<file path="src/rtl/stream_traffic_gen_if.sv">
`default_nettype none
// ============================================================================
// Interface   : stream_traffic_gen_if
// Description : valid/ready stream channel carrying payload and a LAST marker.
// Revision    : 1.0 - initial release
// ============================================================================
interface stream_traffic_gen_if #(
    parameter int DATA_W = 32
);
    logic [DATA_W-1:0] data;
    logic              valid;
    logic              ready;
    logic              last;

    modport master (output data, output valid, output last, input ready);
    modport slave  (input data, input valid, input last, output ready);
endinterface
`default_nettype wire

</file>
<file path="src/rtl/stream_traffic_gen.sv">
`default_nettype none
// ============================================================================
// Module      : stream_traffic_gen
// Description : Throttled valid/ready stream source with LFSR, incrementing or
//               fixed-pattern payload, bounded runs and an accepted-beat count.
// Revision    : 1.0 - initial release
// ============================================================================
module stream_traffic_gen #(
    parameter int          DATA_W  = 32,
    parameter int          CNT_W   = 16,
    parameter logic [31:0] SEED    = 32'h1ACE_B00C,
    parameter logic [31:0] PATTERN = 32'hA5A5_5A5A
) (
    input  logic                 clk,
    input  logic                 rst,
    input  logic                 enable,
    input  logic [1:0]           mode,
    input  logic [7:0]           throttle,
    input  logic [CNT_W-1:0]     num_beats,
    output logic [CNT_W-1:0]     sent_count,
    output logic                 done,
    stream_traffic_gen_if.master strm
);

    localparam logic [31:0]          c_taps    = 32'h8020_0003;
    localparam logic [31:0]          c_seed    = (SEED == 32'h0) ? 32'h1 : SEED;
    localparam int                   c_reps    = (DATA_W + 31) / 32;
    localparam logic [c_reps*32-1:0] c_pat_rep = {c_reps{PATTERN}};
    localparam logic [DATA_W-1:0]    c_pattern = c_pat_rep[DATA_W-1:0];
    localparam logic [CNT_W-1:0]     c_cnt_max = {CNT_W{1'b1}};

    typedef enum logic [1:0] {
        S_IDLE = 2'd0,
        S_RUN  = 2'd1,
        S_DONE = 2'd2
    } state_t;

    state_t              r_state;
    logic [31:0]         r_lfsr;
    logic [DATA_W-1:0]   r_data;
    logic                r_valid;
    logic                r_last;
    logic                r_done;
    logic [CNT_W-1:0]    r_cnt;
    logic [CNT_W-1:0]    r_num;
    logic [DATA_W-1:0]   r_inc;

    logic [31:0]         w_lfsr_next;
    logic [c_reps*32-1:0] w_rand_rep;
    logic [DATA_W-1:0]   w_rand;
    logic                w_xfer;
    logic                w_slot;
    logic                w_gate;
    logic                w_more;
    logic                w_is_last;
    logic [CNT_W-1:0]    w_cnt_next;
    logic [DATA_W-1:0]   w_inc_next;
    logic [DATA_W-1:0]   w_new_data;

    assign w_lfsr_next = {1'b0, r_lfsr[31:1]} ^ (r_lfsr[0] ? c_taps : 32'h0);
    assign w_rand_rep  = {c_reps{r_lfsr}};
    assign w_rand      = w_rand_rep[DATA_W-1:0];

    assign w_xfer     = r_valid & strm.ready;
    assign w_slot     = ~r_valid | w_xfer;
    assign w_gate     = (r_lfsr[7:0] >= throttle);
    assign w_cnt_next = (w_xfer && (r_cnt != c_cnt_max)) ? r_cnt + CNT_W'(1) : r_cnt;
    assign w_inc_next = w_xfer ? r_inc + DATA_W'(1) : r_inc;

    // Index of the beat about to be loaded is the post-transfer accepted count.
    assign w_more    = (r_num == '0) || (w_cnt_next < r_num);
    assign w_is_last = (r_num != '0) && (w_cnt_next == r_num - CNT_W'(1));

    always_comb begin
        w_new_data = w_rand;
        case (mode)
            2'd1:    w_new_data = w_inc_next;
            2'd2:    w_new_data = c_pattern;
            default: w_new_data = w_rand;
        endcase
    end

    always_ff @(posedge clk or posedge rst) begin
        if (rst) begin
            r_state <= S_IDLE;
            r_lfsr  <= c_seed;
            r_data  <= '0;
            r_valid <= 1'b0;
            r_last  <= 1'b0;
            r_done  <= 1'b0;
            r_cnt   <= '0;
            r_num   <= '0;
            r_inc   <= '0;
        end else begin
            r_lfsr <= w_lfsr_next;
            case (r_state)
                S_IDLE: begin
                    r_valid <= 1'b0;
                    r_last  <= 1'b0;
                    r_done  <= 1'b0;
                    if (enable) begin
                        r_state <= S_RUN;
                        r_cnt   <= '0;
                        r_inc   <= '0;
                        r_num   <= num_beats;
                    end
                end
                S_RUN: begin
                    if (w_xfer) begin
                        r_cnt <= w_cnt_next;
                        r_inc <= w_inc_next;
                    end
                    if (w_xfer && r_last) begin
                        r_state <= S_DONE;
                        r_valid <= 1'b0;
                        r_last  <= 1'b0;
                        r_done  <= 1'b1;
                    end else if (!enable) begin
                        // A pending beat stays offered until the sink takes it.
                        if (w_slot) begin
                            r_state <= S_IDLE;
                            r_valid <= 1'b0;
                            r_last  <= 1'b0;
                        end
                    end else if (w_slot) begin
                        if (w_more && w_gate) begin
                            r_valid <= 1'b1;
                            r_data  <= w_new_data;
                            r_last  <= w_is_last;
                        end else begin
                            r_valid <= 1'b0;
                            r_last  <= 1'b0;
                        end
                    end
                end
                S_DONE: begin
                    r_valid <= 1'b0;
                    r_last  <= 1'b0;
                    r_done  <= 1'b1;
                    if (!enable) begin
                        r_state <= S_IDLE;
                        r_done  <= 1'b0;
                    end
                end
                default: begin
                    r_state <= S_IDLE;
                    r_valid <= 1'b0;
                    r_last  <= 1'b0;
                    r_done  <= 1'b0;
                end
            endcase
        end
    end

    assign strm.data  = r_data;
    assign strm.valid = r_valid;
    assign strm.last  = r_last;
    assign sent_count = r_cnt;
    assign done       = r_done;

endmodule
`default_nettype wire

</file>
<file path="src/flat_wrapper.sv">
// flat-port wrapper written by rule: the top's interface ports become plain ports
module stream_traffic_gen_flat 
#(
    parameter int          DATA_W  = 32,
    parameter int          CNT_W   = 16,
    parameter logic [31:0] SEED    = 32'h1ACE_B00C,
    parameter logic [31:0] PATTERN = 32'hA5A5_5A5A
)
  (clk, rst, enable, mode, throttle, num_beats, sent_count, done, strm_data, strm_valid, strm_last, strm_ready);
  stream_traffic_gen_if #(.DATA_W(DATA_W)) strm_i ();
  input  logic clk;
  input  logic rst;
  input  logic enable;
  input  logic [1:0] mode;
  input  logic [7:0] throttle;
  input  logic [CNT_W-1:0] num_beats;
  output logic [CNT_W-1:0] sent_count;
  output logic done;
  output wire logic [$bits(strm_i.data)-1:0] strm_data;
  output wire logic [$bits(strm_i.valid)-1:0] strm_valid;
  output wire logic [$bits(strm_i.last)-1:0] strm_last;
  input wire logic [$bits(strm_i.ready)-1:0] strm_ready;
  assign strm_data = strm_i.data;
  assign strm_valid = strm_i.valid;
  assign strm_last = strm_i.last;
  assign strm_i.ready = strm_ready;
  stream_traffic_gen #(.DATA_W(DATA_W), .CNT_W(CNT_W), .SEED(SEED), .PATTERN(PATTERN)) u_core (.clk(clk), .rst(rst), .enable(enable), .mode(mode), .throttle(throttle), .num_beats(num_beats), .sent_count(sent_count), .done(done), .strm(strm_i));
endmodule
</file>
<file path="config.mk">
export PLATFORM = sky130hd
export DESIGN_NAME = stream_traffic_gen_flat
export DESIGN_NICKNAME = d
export VERILOG_FILES = /design/src/rtl/stream_traffic_gen_if.sv /design/src/rtl/stream_traffic_gen.sv /design/src/flat_wrapper.sv
export SDC_FILE = /design/constraint.sdc
export NUM_CORES = 1
export LEC_CHECK = 0
export CAP_MARGIN = 10
export CORE_MARGIN = 2
export CORE_UTILIZATION = 60
export CTS_CLUSTER_SIZE = 24
export DETAILED_ROUTE_END_ITERATION = 7
export GPL_ROUTABILITY_DRIVEN = 0
export GPL_TIMING_DRIVEN = 0
export PLACE_DENSITY = 0.83
export SLEW_MARGIN = 30
export SYNTH_ARGS = -nofsm -noshare
export SYNTH_HDL_FRONTEND = slang
export SYNTH_SLANG_ARGS = --single-unit
</file>
<file path="constraint.sdc">
create_clock -name clk -period 6.4 [get_ports clk]
set_clock_uncertainty 0.2 [all_clocks]
set_input_delay 0.64 -clock clk [delete_from_list [all_inputs] [get_ports clk]]
set_output_delay 0.64 -clock clk [all_outputs]
set_load 0.02 [all_outputs]
</file>
==> results of run 1 <==
flip-flops by register name, summed over array words and instances, names as in the netlist:
signal / flops
u_core.r_state: 2
u_core.strm.last: 1
u_core.strm.data: 32
u_core.done: 1
u_core.r_num: 16
u_core.r_inc: 32
u_core.r_lfsr: 32
u_core.strm.valid: 1
u_core.sent_count: 16
worst max path at each step:
| stage | from | end | cells after the start | slack, ps |
|---|---|---|---|---|
| after floorplan | u_core.sent_count[5] | u_core.strm.data[0] | 15 | 1970 |
| after global placement | rst | u_core.strm.data[30] | 2 | 360 |
| after detailed placement | strm_ready | u_core.strm.data[9] | 15 | 400 |
| after CTS | strm_ready | u_core.strm.data[5] | 15 | 830 |
| after global routing | strm_ready | u_core.strm.data[8] | 15 | 520 |
| final | strm_ready | u_core.strm.data[5] | 15 | 690 |
where the power goes:
group,switching [mW],internal (mW)
Sequential,0.0918,0.908
Combinational,0.477,0.306
Clock,0.365,0.563
area by class of cell:
class / instances / area [um^2]
Multi-Input combinational cell: 576 / 4000
Sequential cell: 133 / 3340
Fill cell: 908 / 3270
Timing Repair Buffer: 81 / 828
Clock buffer: 24 / 482
Tap cell: 172 / 215
Buffer: 36 / 160
Inverter: 35 / 139
Clock inverter: 8 / 75.1
cell usage in the layout (no fill, tap or decap), drive strengths merged, types with 14 or more instances in the layout:
master         synthesis  routed
nand3                 22      22
mux2                  50      50
nand2                114     114
clkbuf                28      52
inv                   34      34
nand4                 18      18
xnor2                 28      28
o31ai                 23      23
nor4                  14      14
a21oi                 36      36
ha                    32      32
clkdlybuf4s50          0      80
o21ai                 72      72
dfrtp                120     120
xor2                  30      30
nor2                  22      22
cell families (layout without fill, tap and decap cells):
kind of cell / count (synthesis) / count (layout) / share of synthesized area [%]
xor gates and xnor gates: 60 / 60 / 7.26
and+or+nand+nor: 251 / 251 / 17.2
AOI/OAI and AO/OA: 176 / 176 / 14.3
buffers and inverters: 71 / 184 / 3.82
adders and majority gates: 32 / 32 / 5.24
DFF: 133 / 133 / 43.8
muxes: 57 / 57 / 8.34
metrics by stage:
step | instance area (um^2) | util [%] | instances | setup WS, ps
final | 9250 | 73.9 | 1065 | 691
after global routing | 9250 | 73.9 | 1065 | 516
after CTS | 9250 | 73.9 | 1065 | 833
after detailed placement | 8690 | 69.4 | 1033 | 396
after global placement | 8650 | 69.1 | 1032 | 356
after floorplan | 7640 | - | 780 | 1970
worst max-delay path, stage by stage:
cell	delay, ps
clkdlybuf4s50_1	670
nand4_1	300
or3_1	540
o21a_1	310
or2_2	340
ha_1	200
or3_1	370
a221oi_1	330
o21bai_1	130
a21oi_1	150
o21ai_0	180
or4_4	570
nor2_2	420
buf_4	300
mux2_2	360
per-layer routing:
layer  vias to the layer above  part of all wire (%)  global-route usage (%)
met1                      3180                    41                    37.9
met3                        55                   7.1                    7.47
met5                         -                     0                       0
met4                         0                   3.4                    15.5
met2                       279                    48                    50.3
li1                       2986                     -                       -
==> results.py, run 1 <==
metrics = {
    "timing": {
        "hold-worst-slack_ps": 161,
        "min_period_ps": 5710,
        "timing.max_slew.rel_slack_pct": 36.7,
        "setup-violations-final": 0,
        "totalNegativeSetupSlack_ps": 0,
        "hold_viol_final": 0,
        "grt_setup_unrepaired": "false",
        "post-route-period-util_pct": 89.2,
        "highest_clock_rate_mhz": 175,
        "worst-slew-pin-transition_ps": 947,
        "final-max-slew-violation-count": 0,
    },
    "synth": {
        "synth.cells.most_frequent": "dfrtp_1 (120), nand2_1 (113), o21ai_0 (70), mux2_2 (49), a21oi_1 (36)",
        "postSynthRegisterBits": 133,
        "synth_most_common_cell": "dfrtp_1",
        "mappedNetlistNets": 842,
        "share_of_the_synthesized_area_in_the_top_cell_type_pct": 39.3,
        "asr_flop_ratio_synth_pct": 100,
        "ys_dominant_reg_cell": "dfrtp_1",
        "synth_edf_count": 0,
        "synthesis.area_per_instance_um2": 9.79,
        "yosys-top-cells-area": "dfrtp_1 (39%), mux2_2 (7.2%), nand2_1 (5.6%), ha_1 (5.2%), o21ai_0 (4.6%)",
        "synthesis.area_um2": 7640,
        "yosys.area.top_type": "dfrtp_1",
        "seq_total_area_yosys_pct": 43.8,
        "synth-warning-count": 0,
        "synthDistinctLibCells": 69,
        "syn-instance-count": 780,
    },
    "worst_setup_path": {
        "worst-endpoint-arrival_ps": 5820,
        "startpoint_type": "input pin",
        "worstSetupEndpointType": "flop",
        "worst-setup-path-type": "input pin to flop",
        "critical_path_required_ps": 6510,
        "setup.reg_to_reg.worst_slack_ps": 960,
        "worstRegToRegCells": 15,
        "worstReg2RegStart": "u_core.sent_count[4]",
        "worst-path-max-fanout": 10,
        "r2r_end": "u_core.strm.data[5]",
    },
    "power": {
        "powerDensity_nw_per_um2": 293,
        "cellLeakagePower_nw": 4.05,
        "max-vdd-ir-drop_mv": 0.250,
        "p_total_mw": 2.71,
    },
    "global_routing": {
        "global_route.usage.total_pct": 30.6,
        "grt_start_max_net_pins": 71,
        "grt_overflow_total": 0,
        "vias_in_the_first_global_route": 6520,
        "number_of_antenna_violations_at_the_first_check_in_global_routing": 0,
        "global_route_wire_length_before_repair_um": 31800,
    },
    "cts": {
        "clk-insertion-delay-late_ps": 430,
        "htree_levels": 4,
        "root_buffer": "clkbuf_16",
        "hold_buffers": 0,
        "cts.clk_slew.worst_paths_ps": 60,
        "post_cts.repair.setup_buffers": 0,
        "clockBufferDepth": 2,
        "clock_sinks": 133,
        "tritoncts_buffer_count": 17,
        "cts_tree": "built",
        "cts.repair.resized": 0,
    },
    "placed_design": {
        "hpwl_after_detailed_placement_um": 14000,
        "port_buffers": 80,
    },
    "finish": {
        "design.final.nets": 942,
        "area_growth_pct": 21.1,
        "drive_above_1_share_pct": 14.3,
        "antenna_cells_inserted": 0,
    },
    "hold_path": {
        "hold_path.class": "flop to flop",
        "holdPathEnd": "u_core.r_lfsr[27]",
        "hold_path_depth": 0,
        "beginning_of_the_worst_hold_path": "u_core.r_lfsr[28]",
    },
    "route": {
        "drc_errors": 0,
        "num_vias": 6500,
        "drt_wl_total_um": 19600,
        "first_iter_violations": 601,
        "drtPass1Iterations": 6,
        "viasPerCell": 6.10,
        "route.detailed.wl_per_inst_um": 18.4,
        "postRouteAntennaNets": 0,
    },
    "floorplanning": {
        "io_pins": 81,
        "start_util_pct": 61.0,
        "row_count": 41,
        "fp.dieW_um": 117,
        "dieHeight_um": 117,
        "die_area_um2": 13600,
        "fp.coreArea_um2": 12500,
    },
    "job": {
        "max_cap_violations": 0,
    },
    "run_status": {
        "run_status": "completed",
    },
}
(Power assumes the default switching activity.)
==> run 2: changes to the inputs <==
CORE_MARGIN = unset   (was 2)
CTS_BUF_LIST = sky130_fd_sc_hd__clkbuf_2   (was unset)
==> results.py, run 2 (same netlist as run 1, synthesis figures left out) <==
metrics = {
    "timing": {
        "worst-slew-pin-transition_ps": 869,
        "setup-violations-final": 0,
        "hold_viol_final": 0,
        "post-route-period-util_pct": 83.1,
        "totalNegativeSetupSlack_ps": 0,
        "min_period_ps": 5320,
        "highest_clock_rate_mhz": 188,
        "final-max-slew-violation-count": 0,
        "timing.max_slew.rel_slack_pct": 41.9,
        "grt_setup_unrepaired": "false",
    },
    "worst_setup_path": {
        "critical_path_required_ps": 6800,
        "worst-path-max-fanout": 10,
        "worst-endpoint-arrival_ps": 5720,
        "worst-setup-path-type": "flop to flop",
        "worstSetupEndpointType": "flop",
        "startpoint_type": "flop",
    },
    "job": {
        "max_cap_violations": 0,
    },
    "cts": {
        "cts.clk_slew.worst_paths_ps": 220,
        "clk-insertion-delay-late_ps": 730,
        "post_cts.repair.setup_buffers": 0,
        "clockBufferDepth": 2,
        "cts.repair.resized": 0,
        "clock_sinks": 133,
        "htree_levels": 4,
        "tritoncts_buffer_count": 17,
        "hold_buffers": 0,
        "root_buffer": "clkbuf_2",
        "cts_tree": "built",
    },
    "placed_design": {
        "port_buffers": 80,
        "hpwl_after_detailed_placement_um": 14100,
    },
    "global_routing": {
        "grt_overflow_total": 0,
        "vias_in_the_first_global_route": 6326,
        "number_of_antenna_violations_at_the_first_check_in_global_routing": 0,
        "global_route.usage.total_pct": 30.4,
        "global_route_wire_length_before_repair_um": 30600,
        "grt_start_max_net_pins": 99,
    },
    "finish": {
        "design.final.nets": 942,
        "mostFrequentLayoutCells": "dfrtp_1 (120), nand2_1 (113), clkdlybuf4s50_1 (80)",
        "antenna_cells_inserted": 0,
        "layout_commonest_cell": "dfrtp_1",
        "area_growth_pct": 16.5,
        "drive_above_1_share_pct": 14.7,
        "layout.core_utilization_pct": 72.9,
        "final.fill_count": 936,
    },
    "power": {
        "p_total_mw": 2.28,
        "powerDensity_nw_per_um2": 256,
        "cellLeakagePower_nw": 3.92,
        "max-vdd-ir-drop_mv": 0.202,
    },
    "floorplanning": {
        "row_count": 40,
        "fp.coreArea_um2": 12200,
        "fp.dieW_um": 115,
        "io_pins": 81,
        "dieHeight_um": 115,
        "start_util_pct": 62.5,
        "die_area_um2": 13200,
    },
    "route": {
        "first_iter_violations": 659,
        "postRouteAntennaNets": 0,
        "drc_errors": 0,
        "drt_wl_total_um": 19100,
        "viasPerCell": 6.12,
        "drtPass1Iterations": 6,
        "num_vias": 6497,
        "route.detailed.wl_per_inst_um": 18.0,
    },
    "run_status": {
        "run_status": "completed",
    },
    "hold_path": {
        "hold_path.class": "input pin to asynchronous set/reset pin",
    },
}
==> run 2: metal layers <==
metal	GRT usage [%]	up-vias	routed length, um
met4	11.8	0	510
met1	39.1	3188	8120
met5	0	-	0
li1	-	2987	-
met2	49.9	268	9200
met3	7.43	54	1290
==> run 2: per-stage QoR <==
stage / std cells / hold WS (ps) / worst slack (ps) / instance area, um^2
after global routing: 1061 / 47.3 / 794 / 8900
after floorplan: 780 / 152 / 1970 / 7640
after CTS: 1061 / 53.8 / 1160 / 8900
after detailed placement: 1029 / 157 / 537 / 8680
final: 1061 / 40.8 / 1080 / 8900
after global placement: 1028 / 155 / 349 / 8650
==> run 2: area by class of cell <==
type                            instances  area [um^2]  area share (%)
Sequential cell                       133         3340            37.6
Inverter                               35          139            1.56
Tap cell                              168          210            2.36
Buffer                                 36          160            1.80
Clock inverter                         11          110            1.24
Clock buffer                           21          105            1.18
Timing Repair Buffer                   81          828            9.31
Multi-Input combinational cell        576         4000            45.0
==> run 2: worst max-delay path, stage by stage, from the launching register on <==
cell and delay [ps]:
dfrtp_1 520, ha_1 340, nand3_1 220, or4_4 510, nand3_1 210, or2_2 180, xnor2_1 160, ha_1 290
and3_1 200, a221oi_1 290, o21bai_1 120, a21oi_1 140, o21ai_0 200, or4_4 560, nor2_2 430, buf_4 290
mux2_2 360
==> run 2: report_power, final <==
part | leakage [nW] | internal [mW] | switching (mW) | total (mW)
logic | 2.00 | 0.305 | 0.483 | 0.787
clock network | 0.145 | 0.180 | 0.314 | 0.494
registers | 1.77 | 0.906 | 0.0936 | 1.00
==> run 2: worst paths after layout <==
check / from / endpoint / slack, ps / cells after the start
max in group asynchronous: rst / u_core.r_lfsr[18] / 5170 / 3
worst max register to register: u_core.sent_count[0] / u_core.strm.data[0] / 1080 / 16
worst min register to register: u_core.r_lfsr[13] / u_core.r_lfsr[12] / 180 / 0
min in group clk: u_core.r_lfsr[13] / u_core.r_lfsr[12] / 180 / 0
worst min-delay path: rst / u_core.sent_count[9] / 40 / 2
worst max-delay path: u_core.sent_count[0] / u_core.strm.data[0] / 1080 / 16
